===== config.mk =====
export PLATFORM = sky130hd
export DESIGN_NAME = module_uart_regbank_flat
export DESIGN_NICKNAME = d
export VERILOG_FILES = /design/src/rtl/module_uart_regbank_if.sv /design/src/rtl/module_uart_regbank.sv /design/src/flat_wrapper.sv
export SDC_FILE = /design/constraint.sdc
export NUM_CORES = 1
export LEC_CHECK = 0
export CAP_MARGIN = 5
export CORE_ASPECT_RATIO = 1.5
export CORE_MARGIN = 1.5
export CORE_UTILIZATION = 30
export CTS_CLUSTER_SIZE = 25
export DETAILED_ROUTE_END_ITERATION = 10
export PLACE_DENSITY = 0.67
export SKIP_CTS_REPAIR_TIMING = 1
export SLEW_MARGIN = 20
export SYNTH_ARGS = -nofsm -noshare
export SYNTH_HDL_FRONTEND = slang
export SYNTH_SLANG_ARGS = --single-unit

===== constraint.sdc =====
create_clock -name clk_i -period 8 [get_ports clk_i]
set_input_delay 2.4 -clock clk_i [delete_from_list [all_inputs] [get_ports clk_i]]
set_output_delay 2.4 -clock clk_i [all_outputs]
set_load 0.01 [all_outputs]

===== src/rtl/module_uart_regbank_if.sv =====
// CPU-side register bus for the UART register bank.
// The master drives the address, strobes and write data.
// The slave (the register bank) returns registered read data.
interface module_uart_regbank_if #(
  parameter int DATA_W = 32
);
  logic [1:0]        addr_i;
  logic              we_i;
  logic              re_i;
  logic [DATA_W-1:0] wdata_i;
  logic [DATA_W-1:0] rdata_o;

  modport master (output addr_i, we_i, re_i, wdata_i, input rdata_o);
  modport slave  (input addr_i, we_i, re_i, wdata_i, output rdata_o);
endinterface


===== src/rtl/module_uart_regbank.sv =====
// UART register bank: CTRL / TXDATA / RXDATA / STATUS registers, RX FIFO,
// and the TX start/busy/done sequencer.
// Optional feature: define UART_REGBANK_IRQ_EN to add the irq_o output and
// make CTRL bit2 (IRQ_EN) writable.
module module_uart_regbank #(
  parameter int DATA_W   = 32,
  parameter int CHAR_W   = 8,
  parameter int RX_DEPTH = 4
) (
  input  logic              clk_i,
  input  logic              rst_i,
  module_uart_regbank_if.slave bus,
  output logic [CHAR_W-1:0] tx_data_o,
  output logic              tx_start_o,
  input  logic              tx_busy_i,
  input  logic              tx_done_i,
  input  logic [CHAR_W-1:0] rx_data_i,
  input  logic              rx_valid_i
`ifdef UART_REGBANK_IRQ_EN
  ,
  output logic              irq_o
`endif
);
  localparam int PW = $clog2(RX_DEPTH);

  typedef enum logic [1:0] {S_IDLE, S_START, S_WAIT} tx_state_t;

  tx_state_t         state, state_nx;
  logic              send, ovf, irq_en;
  logic [CHAR_W-1:0] txdata;
  logic [CHAR_W-1:0] mem [RX_DEPTH];
  logic [PW-1:0]     rd_ptr, wr_ptr;
  logic [PW:0]       count;
  logic [DATA_W-1:0] rd_val;

  logic wr_ctrl, wr_tx, rd_rx, empty, full, pop, push, ovf_set, done_evt;

  assign wr_ctrl  = bus.we_i && (bus.addr_i == 2'd0);
  assign wr_tx    = bus.we_i && (bus.addr_i == 2'd1);
  assign rd_rx    = bus.re_i && (bus.addr_i == 2'd2);
  assign empty    = (count == '0);
  assign full     = (count == (PW+1)'(RX_DEPTH));
  assign pop      = rd_rx && !empty;
  // A pop in the same cycle frees the slot, so a push on full is still taken.
  assign push     = rx_valid_i && (!full || pop);
  assign ovf_set  = rx_valid_i && full && !pop;
  // Only a done seen while waiting completes a request; stray pulses are ignored.
  assign done_evt = (state == S_WAIT) && tx_done_i;

  assign tx_data_o = txdata;

  // Upper write-data bits have no storage; fold them away.
  logic unused_wdata;
  assign unused_wdata = ^bus.wdata_i;

  // TX sequencer state register.
  always_ff @(posedge clk_i) begin
    if (rst_i) state <= S_IDLE;
    else       state <= state_nx;
  end

  // TX sequencer next state; tx_start_o is high for the single START cycle.
  always_comb begin
    state_nx   = state;
    tx_start_o = 1'b0;
    case (state)
      S_IDLE:  if (send && !tx_busy_i) state_nx = S_START;
      S_START: begin
        tx_start_o = 1'b1;
        state_nx   = S_WAIT;
      end
      S_WAIT:  if (tx_done_i) state_nx = S_IDLE;
      default: state_nx = S_IDLE;
    endcase
  end

  // CTRL: SEND is set by software and cleared by completion; RX_OVF is sticky, write-1-to-clear.
  always_ff @(posedge clk_i) begin
    if (rst_i) begin
      send <= 1'b0;
      ovf  <= 1'b0;
    end else begin
      if (done_evt)                       send <= 1'b0;
      else if (wr_ctrl && bus.wdata_i[0]) send <= 1'b1;
      if (ovf_set)                        ovf  <= 1'b1;
      else if (wr_ctrl && bus.wdata_i[1]) ovf  <= 1'b0;
    end
  end

  // TXDATA: frozen while a request is pending so the character in flight is stable.
  always_ff @(posedge clk_i) begin
    if (rst_i)                txdata <= '0;
    else if (wr_tx && !send)  txdata <= bus.wdata_i[CHAR_W-1:0];
  end

  // RX FIFO storage; no reset needed, validity comes from count.
  always_ff @(posedge clk_i) begin
    if (push) mem[wr_ptr] <= rx_data_i;
  end

  // RX FIFO pointers and occupancy; pointers wrap naturally (power-of-two depth).
  always_ff @(posedge clk_i) begin
    if (rst_i) begin
      rd_ptr <= '0;
      wr_ptr <= '0;
      count  <= '0;
    end else begin
      if (push) wr_ptr <= wr_ptr + 1'b1;
      if (pop)  rd_ptr <= rd_ptr + 1'b1;
      case ({push, pop})
        2'b10:   count <= count + 1'b1;
        2'b01:   count <= count - 1'b1;
        default: count <= count;
      endcase
    end
  end

  // Read mux over pre-update state, so same-cycle writes are not visible.
  always_comb begin
    rd_val = '0;
    case (bus.addr_i)
      2'd0: rd_val[2:0] = {irq_en, ovf, send};
      2'd1: rd_val[CHAR_W-1:0] = txdata;
      2'd2: if (!empty) begin
        rd_val[DATA_W-1]   = 1'b1;
        rd_val[CHAR_W-1:0] = mem[rd_ptr];
      end
      default: begin
        rd_val[PW:0] = count;
        rd_val[16]   = !empty;
        rd_val[17]   = full;
        rd_val[18]   = (state != S_IDLE);
      end
    endcase
  end

  // Registered read data, held until the next read strobe.
  always_ff @(posedge clk_i) begin
    if (rst_i)          bus.rdata_o <= '0;
    else if (bus.re_i)  bus.rdata_o <= rd_val;
  end

`ifdef UART_REGBANK_IRQ_EN
  logic done_lat;

  // IRQ_EN bit and the TX-done event latch (cleared by any CTRL write).
  always_ff @(posedge clk_i) begin
    if (rst_i) begin
      irq_en   <= 1'b0;
      done_lat <= 1'b0;
    end else begin
      if (wr_ctrl)       irq_en   <= bus.wdata_i[2];
      if (done_evt)      done_lat <= 1'b1;
      else if (wr_ctrl)  done_lat <= 1'b0;
    end
  end

  // Registered interrupt output.
  always_ff @(posedge clk_i) begin
    if (rst_i) irq_o <= 1'b0;
    else       irq_o <= irq_en && (!empty || ovf || done_lat);
  end
`else
  assign irq_en = 1'b0;
`endif

endmodule


===== src/flat_wrapper.sv =====
// flat-port wrapper written by rule: the top's interface ports become plain ports
module module_uart_regbank_flat 
#(
  parameter int DATA_W   = 32,
  parameter int CHAR_W   = 8,
  parameter int RX_DEPTH = 4
)
  (clk_i, rst_i, tx_data_o, tx_start_o, tx_busy_i, tx_done_i, rx_data_i, rx_valid_i, bus_addr_i, bus_we_i, bus_re_i, bus_wdata_i, bus_rdata_o);
  module_uart_regbank_if #(.DATA_W(DATA_W)) bus_i ();
  input  logic clk_i;
  input  logic rst_i;
  output logic [CHAR_W-1:0] tx_data_o;
  output logic tx_start_o;
  input  logic tx_busy_i;
  input  logic tx_done_i;
  input  logic [CHAR_W-1:0] rx_data_i;
  input  logic rx_valid_i;
  input wire logic [$bits(bus_i.addr_i)-1:0] bus_addr_i;
  input wire logic [$bits(bus_i.we_i)-1:0] bus_we_i;
  input wire logic [$bits(bus_i.re_i)-1:0] bus_re_i;
  input wire logic [$bits(bus_i.wdata_i)-1:0] bus_wdata_i;
  output wire logic [$bits(bus_i.rdata_o)-1:0] bus_rdata_o;
  assign bus_i.addr_i = bus_addr_i;
  assign bus_i.we_i = bus_we_i;
  assign bus_i.re_i = bus_re_i;
  assign bus_i.wdata_i = bus_wdata_i;
  assign bus_rdata_o = bus_i.rdata_o;
  module_uart_regbank #(.DATA_W(DATA_W), .CHAR_W(CHAR_W), .RX_DEPTH(RX_DEPTH)) u_core (.clk_i(clk_i), .rst_i(rst_i), .bus(bus_i), .tx_data_o(tx_data_o), .tx_start_o(tx_start_o), .tx_busy_i(tx_busy_i), .tx_done_i(tx_done_i), .rx_data_i(rx_data_i), .rx_valid_i(rx_valid_i));
endmodule

Word-level counts from Yosys, hierarchy flattened
Memories as Yosys holds them, arrays and structs flattened. A register that Yosys moved wholly into a read port is not among the register bits.
Cells that the tools add are included.

word-level totals
  input port bits = 49
  RAM bits = 32
  word-level logic and storage cells = 66
  register bits after elaboration = 31
  bits in read-only memories = 0
  memories = 1
  output and inout bits = 41
  bits in latches = 0

operators by class
  reductions and logical operators = 27
  bitwise operators = 0
  order comparisons = 0
  $add $sub $neg = 4
  muxes and demuxes = 17
  equality and inequality tests = 9
  shifts and indexed selects = 0
  $mul = 0
  div/mod/pow operators = 0

memory list
  name        depth  bits a word  rd ports  clocked after Yosys merged registers in  write ports  RTL line                   RTL
  u_core.mem  4      8            1         1                                        1            module_uart_regbank.sv:31  logic [CHAR_W-1:0] mem [RX_DEPTH];

operator list
  operator               number
  $logic_and A1 B1 Y1    12
  $pmux W5 S2            1
  $pmux W3 S3            1
  $mux W2                4
  $mux W8                1
  $mux W1                7
  $eq A2 B1 Y1 const B   3
  $eq A2 B2 Y1 const B   3
  $pmux W2 S3            1
  $pmux W3 S2            1
  $reduce_bool A2 Y1     3
  $logic_not A1 Y1       5
  $add A2 B1 Y2 const B  2
  $logic_not A2 Y1       2
  $add A3 B1 Y3 const B  1
  $eq A3 B3 Y1 const B   1
  $logic_not A3 Y1       1
  $mux W3                1
  $reduce_or A3 Y1       1
  $sub A3 B1 Y3 const B  1
  $ne A2 B1 Y1 const B   1
  $ne A2 B2 Y1 const B   1
  $reduce_and A2 Y1      1
  $reduce_or A2 Y1       1
  $logic_or A1 B1 Y1     1

Depth between registers and ports, before layout
Gate-level depths: netlist of run 1.

  depth in word-level cells = 7
  gate-level depth with buffers = 11

Least setup slack after synthesis of run 1
OpenSTA, ideal clock, no wires.

  path type = input -> register
  start = in bus_addr_i[0]
  end = reg u_core.count[2]
  library setup time = 0.071 ns
  cell stages on the path = 10
  slack = 3.845 ns
  path buffers = 1
  arrival time = 4.085 ns
  cell sequence = inv_1 > ha_1 > o311a_1 > buf_4 > ha_1 > inv_1 > fa_1 > xor2_1 > or3_1 > a21oi_1

between the ends
  longest elaborated chain between the ends = 7

RTL lines
  element                                            RTL line                    RTL
  from (decl)                                        flat_wrapper.sv:18          input wire logic [$bits(bus_i.addr_i)-1:0] bus_addr_i;
  $eq A2 B2 Y1 *                                     module_uart_regbank.sv:40   assign rd_rx = bus.re_i && (bus.addr_i == 2'd2);
  $logic_and A1 B1 Y1 *                              module_uart_regbank.sv:40
  $logic_and A1 B1 Y1 *                              module_uart_regbank.sv:43   assign pop = rd_rx && !empty;
  via u_core.pop                                     module_uart_regbank.sv:36   logic wr_ctrl, wr_tx, rd_rx, empty, full, pop, push, ovf_set, done_evt;
  $logic_or A1 B1 Y1                                 module_uart_regbank.sv:45   assign push = rx_valid_i && (!full || pop);
  $logic_and A1 B1 Y1                                module_uart_regbank.sv:45
  $eq A2 B1 Y1 or $eq A2 B2 Y1 (tied branches)       module_uart_regbank.sv:110  case ({push, pop})
  $pmux W3 S2 or $reduce_bool A2 Y1 (tied branches)  --
  to (signal assigned)                               module_uart_regbank.sv:111  2'b10: count <= count + 1'b1;
  to (signal assigned)                               module_uart_regbank.sv:112  2'b01: count <= count - 1'b1;
  to (signal assigned)                               module_uart_regbank.sv:113  default: count <= count;
  to (decl)                                          module_uart_regbank.sv:33   logic [PW:0] count;

The timed path passes the listed nets; every way through them passes the cells marked *.
A chain may end at the register's enable or synchronous reset.

Final worst setup path of run 1
  start = in bus_addr_i[1]
  end = reg u_core.count[2]

between the ends
  longest elaborated chain between the ends = 7

RTL lines
  element                                            RTL line
  $eq A2 B2 Y1 *                                     module_uart_regbank.sv:40
  $logic_and A1 B1 Y1 *                              module_uart_regbank.sv:40
  $logic_and A1 B1 Y1 *                              module_uart_regbank.sv:43
  $logic_or A1 B1 Y1                                 module_uart_regbank.sv:45
  $logic_and A1 B1 Y1                                module_uart_regbank.sv:45
  $eq A2 B1 Y1 or $eq A2 B2 Y1 (tied branches)       module_uart_regbank.sv:110
  $pmux W3 S2 or $reduce_bool A2 Y1 (tied branches)  --

Mark *: on every way between the ends. The rest lies on a longest branch, timed or not.

==> results of run 1 <==
-- worst paths after layout --
kind,startpoint,cells past startpoint,endpoint
setup / recovery,bus_addr_i[1],9,u_core.count[2]
hold / removal,u_core.bus.rdata_o[2],2,u_core.bus.rdata_o[2]
setup reg to reg,u_core.count[0],7,u_core.count[2]
hold reg to reg,u_core.bus.rdata_o[2],2,u_core.bus.rdata_o[2]
-- routing by layer --
metal | up-vias | GRT usage
met5 | - | 0
met4 | 0 | 0.0760
met3 | 13 | 0.0349
met2 | 64 | 0.204
met1 | 861 | 0.133
li1 | 890 | -
-- placed cells by master, fill, tap and decap left out, types with 2 or more instances in the layout --
cell type	count
dfxtp_1	33
ha_1	9
clkinvlp_4	2
edfxtp_1	32
mux2i_1	9
and2_1	6
o21ai_0	6
nand2_1	7
nor2b_1	7
conb_1	20
buf_4	2
clkdlybuf4s50_1	45
nand2b_1	2
a21oi_1	14
xor2_1	2
a221o_1	2
nor2_1	20
inv_1	12
clkbuf_16	9
mux4_1	7
inv_6	3
a31oi_1	6
nand3_1	8
-- kinds of logic (layout without fill, tap and decap cells) --
logic type / Yosys count / in the layout / synth area share
mux: 18 / 18 / 0.108
fa+ha+maj: 10 / 10 / 0.0463
buf+inv: 41 / 75 / 0.0853
simple gates: 55 / 55 / 0.0962
compound gates: 38 / 38 / 0.0875
flops: 65 / 65 / 0.567
xor+xnor: 3 / 3 / 0.00918
other cells: 1 / 20 / 0.00131
-- power groups by stage --
stage                     Combinational [uW]  Clock (uW)  Sequential [uW]
after floorplan                         49.4           0              379
after CTS                               72.7         409              375
after global placement                  70.3           0              381
after detailed placement                72.1           0              382
final                                   71.7         400              374
after global routing                    80.2         423              376
-- registers in the layout, indices dropped and copies added, names as in the netlist, named ones only --
signal              count
u_core.bus.rdata_o     12
u_core.count            3
u_core.mem             32
u_core.ovf              1
u_core.rd_ptr           2
u_core.send             1
u_core.state            2
u_core.tx_data_o        8
u_core.wr_ptr           2
-- worst max-delay path, stage by stage --
cell             delay (ns)
clkdlybuf4s50_1        0.55
ha_1                   0.23
o311a_1                0.45
ha_1                   0.27
inv_1                  0.06
fa_1                   0.37
xor2_1                 0.15
or3_1                  0.30
a21oi_1                0.14
-- final cells by class --
cell class / instances / area [um2] / share of cell area
Clock buffer: 9 / 225 / 0.0617
Clock inverter: 7 / 82.6 / 0.0226
Inverter: 12 / 45.0 / 0.0123
Tap cell: 112 / 140 / 0.0384
Timing Repair Buffer: 47 / 465 / 0.128
Sequential cell: 65 / 1620 / 0.445
Multi-Input combinational cell: 144 / 1070 / 0.293
-- through the flow --
step | total power, uW | utilization | hold WS (ns) | instances | instance area, um2
after global routing | 880 | 0.394 | 0.491 | 396 | 3650
after floorplan | 429 | - | 0.455 | 250 | 2930
final | 846 | 0.394 | 0.466 | 396 | 3650
after global placement | 451 | 0.361 | 0.458 | 380 | 3340
after detailed placement | 454 | 0.361 | 0.457 | 380 | 3340
after CTS | 856 | 0.394 | 0.467 | 396 | 3650
==> impl_metrics.ini, run 1 <==
[global_route]
grt_overflow = 0
grt_pass1_vias = 1888
grt_max_degree = 34
antenna_found_initial = 0
grt_pass1_wl_mm = 8.93
grt_usage = 0.122

[routing]
wl_per_cell_um = 13.9
ant_nets = 0
dr_wl_met3_um = 296
dr.pass1.iters = 4
route.detailed.drc = 0
wl_mm = 5.51
dr.first_iter.drc_count = 114
dr_wl_met2_mm = 2.81
routed_via_density = 4.62
dr.max_layer_used = met4
met1Wirelength_mm = 2.27
vias = 1828

[status]
outcome = complete, no violations

[finish]
fillers = 888
area_growth_pct = 27.5
fin_nets = 338
antenna_cells = 0
drive_gt1_frac = 0.0845

[critical_path]
crit_required_ns = 8.26
reg2reg_slack_ns = 5.69
worst_setup_path_start_kind = input pin
path_max_fanout = 10
cp_data_arrival_time_ns = 4.93
critPathKind = input pin to flip-flop
crit_path_end_kind = flip-flop

[yosys]
netlist_area_um2 = 2860
yosysMostFrequentCell = dfxtp_1
yosys.cell_types.count = 43
synth_ff_type = dfxtp_1
yosys-top-cells-area = edfxtp_1 (34%), dfxtp_1 (23%), mux4_1 (6.4%)
synth_enable_flop_cells = 32
async_reset_ff_frac = 0
synthTopCellsByCount = dfxtp_1 (33), edfxtp_1 (32), buf_4 (21)
syn_area_per_cell_um2 = 12.4
ys_ff_latch = 65
synth_cells = 231
synth_top_area_cell = edfxtp_1
yosysSeqAreaShare = 0.567
synth_top_area_frac = 0.336
synth_warnings = 0

[power]
p_sw_frac = 0.237
power_density_nw_per_um2 = 232
p_sw_uw = 201
seqPwrFrac = 0.442
combPwrFrac = 0.085
pwr-share-clk = 0.473
peakVddDrop_mv = 0.179
p_int_uw = 645
power.leakage_uw = 0.00136

[placed_design]
dp_hpwl_mm = 3.94
gp_congestion = 0.729
port_buffers = 45
pre_cts_slack_ns = 2.99

[timing]
final-setup-viol-count = 0
clock_skew_ns = 0.00616
hold_viol = 0
setup_tns_ns = 0
slew_headroom = 0.652
worst_pin_slew_ns = 0.520
min_period_over_period = 0.584
fmaxAchievable_ghz = 0.214
fin_ws_ns = 3.33
period_minus_slack_ns = 4.67
maxSlewViolCount = 0
rsz0062_at_grt = false

[floorplanning]
initial_utilization = 0.309
die_x_um = 82.7
core_um2 = 9250
fp.dieArea_um2 = 10100
rows = 43
ioPinCount = 90
chipHeight_um = 123

[clocking]
cts_sinks = 65
cts_root_buffer = clkbuf_16
tritoncts = done
clk_path_buf_depth = 2
cts_made_buffers = 9
h-tree-depth = 3
cts.clk_slew.worst_paths_ns = 0.06
clock_latency_ns = 0.33

[hold_path]
hp-class = flip-flop to flip-flop

[run]
max-cap-violations = 0
Power figures use the tool's default switching activity.
==> run 2, diff against run 1 <==
==> constraint.sdc (replaced) <==
create_clock -name clk_i -period 4.8 [get_ports clk_i]
set_input_delay 1.44 -clock clk_i [delete_from_list [all_inputs] [get_ports clk_i]]
set_output_delay 1.44 -clock clk_i [all_outputs]
set_load 0.01 [all_outputs]
==> run 2 against run 1 <==
Compared with the run above:
- global-route usage is 0.11 points higher
- sequential power is 67% higher
- total power is 65% higher
- die area stayed put
- clock power is 64% higher
- routed wire length is 1.0% higher
- non-clock buffer count stayed put
- combinational power is 67% higher
- worst setup slack worse by 2.3 ns
- largest power group unchanged
==> impl_metrics.ini, run 2 (synthesis gave the netlist of run 1 again) <==
[status]
outcome = complete, no violations

[critical_path]
reg2reg_depth = 7
cp_slowest_stage_delay_ns = 0.55
crit_path_end_kind = flip-flop
worst_setup_path_start_kind = input pin
path_max_fanout = 10
critPathKind = input pin to flip-flop
critPathSlowestCell = clkdlybuf4s50_1
cp.depth = 9
path_cells = clkdlybuf4s50_1, ha_1, o311a_1, ha_1, inv_1, fa_1, xor2_1, or3_1, a21oi_1
crit_required_ns = 5.06
cpMostUsedCell = ha_1
path_buf_inv = 2
critPathTopFamily = adder cells
cp_data_arrival_time_ns = 3.99

[clocking]
cts_root_buffer = clkbuf_16
tritoncts = done
clock_latency_ns = 0.33
h-tree-depth = 3
cts.clk_slew.worst_paths_ns = 0.06
cts_sinks = 65
clk_path_buf_depth = 2
cts_made_buffers = 9

[placed_design]
dp_hpwl_mm = 4.01
numPlacedInstances = 380
port_buffers = 45
pre_cts_slack_ns = 0.758
gp_congestion = 0.787

[finish]
fin_nets = 338
largest_reg_flops = 32
finalNonFillerCells = 396
area_growth_pct = 27.2
drive_gt1_frac = 0.0810
antenna_cells = 0
final_util = 0.393
final_cell_mix = clkdlybuf4s50_1 (45), dfxtp_1 (33), edfxtp_1 (32), nor2_1 (20), conb_1 (20)
final_common_cell = clkdlybuf4s50_1
regMostFlops = u_core.mem

[timing]
final-setup-viol-count = 0
rsz0062_at_grt = false
worst_pin_slew_ns = 0.523
maxSlewViolCount = 0
hold_viol = 0
fin_ws_ns = 1.08
min_period_over_period = 0.776
fmaxAchievable_ghz = 0.269
clock_skew_ns = 0.00504
setup_tns_ns = 0
period_minus_slack_ns = 3.72
slew_headroom = 0.650

[routing]
dr.first_iter.drc_count = 101
vias = 1818
routed_via_density = 4.59
route.detailed.drc = 0
wl_mm = 5.56
dr.pass1.iters = 4
ant_nets = 0
wl_per_cell_um = 14.0

[power]
p_sw_uw = 329
power.total_uw = 1400
power.leakage_uw = 0.00136
p_int_uw = 1070
seqPwrFrac = 0.446
p_sw_frac = 0.235
peakVddDrop_mv = 0.187
power_density_nw_per_um2 = 385
pwr-share-clk = 0.469
combPwrFrac = 0.086

[run]
max-cap-violations = 0

[floorplanning]
rows = 43
die_x_um = 82.7
core_um2 = 9250
chipHeight_um = 123
initial_utilization = 0.309
ioPinCount = 90
fp.dieArea_um2 = 10100

[global_route]
grt_pass1_wl_mm = 8.96
grt_overflow = 0
grt_pass1_vias = 1876
grt_max_degree = 34
antenna_found_initial = 0
grt_usage = 0.123

[hold_path]
min_delay_path_depth = 2
hp-class = flip-flop to flip-flop
==> run 2: per-layer routing <==
metal / track usage / share of wire / vias up
met5: 0 / 0 / -
met3: 0.0372 / 0.053 / 9
met2: 0.213 / 0.52 / 56
met1: 0.132 / 0.40 / 866
li1: - / - / 887
met4: 0.0646 / 0.024 / 0
==> run 2: worst register-to-register path, cell delays in order (launching register included) <==
cell,delay [ns]
dfxtp_1,0.46
o311a_1,0.47
ha_1,0.27
inv_1,0.06
fa_1,0.39
xor2_1,0.17
or3_1,0.30
a21oi_1,0.14
==> run 2: power by group through the flow <==
stage	clock network [uW]	logic [uW]	registers [uW]
detailed placement	0	121	636
finish	656	120	624
global route	694	135	627
global placement	0	117	635
CTS	668	122	625
floorplan	0	82.3	632
==> run 2: per-stage QoR <==
stage | hold WS (ns) | instance area (um2)
after floorplan | 0.455 | 2930
after global placement | 0.459 | 3340
after detailed placement | 0.462 | 3340
after CTS | 0.471 | 3640
after global routing | 0.485 | 3640
final | 0.470 | 3640
==> run 2: cell type report <==
class / instances / area (um2)
clock inverter: 7 / 73.8
sequential: 65 / 1620
multi-input combinational: 144 / 1070
inverter: 12 / 45.0
tap: 112 / 140
fill: 874 / 5620
clock buffer: 9 / 225
timing repair buffer: 47 / 465
==> run 2: path summary, 6_finish.rpt <==
kind                               start                     end  slack [ns]
setup / recovery           bus_addr_i[1]         u_core.count[2]        1.08
hold / removal    u_core.bus.rdata_o[17]  u_core.bus.rdata_o[17]        0.47
setup reg to reg         u_core.count[0]         u_core.count[2]        2.47
hold reg to reg   u_core.bus.rdata_o[17]  u_core.bus.rdata_o[17]        0.47
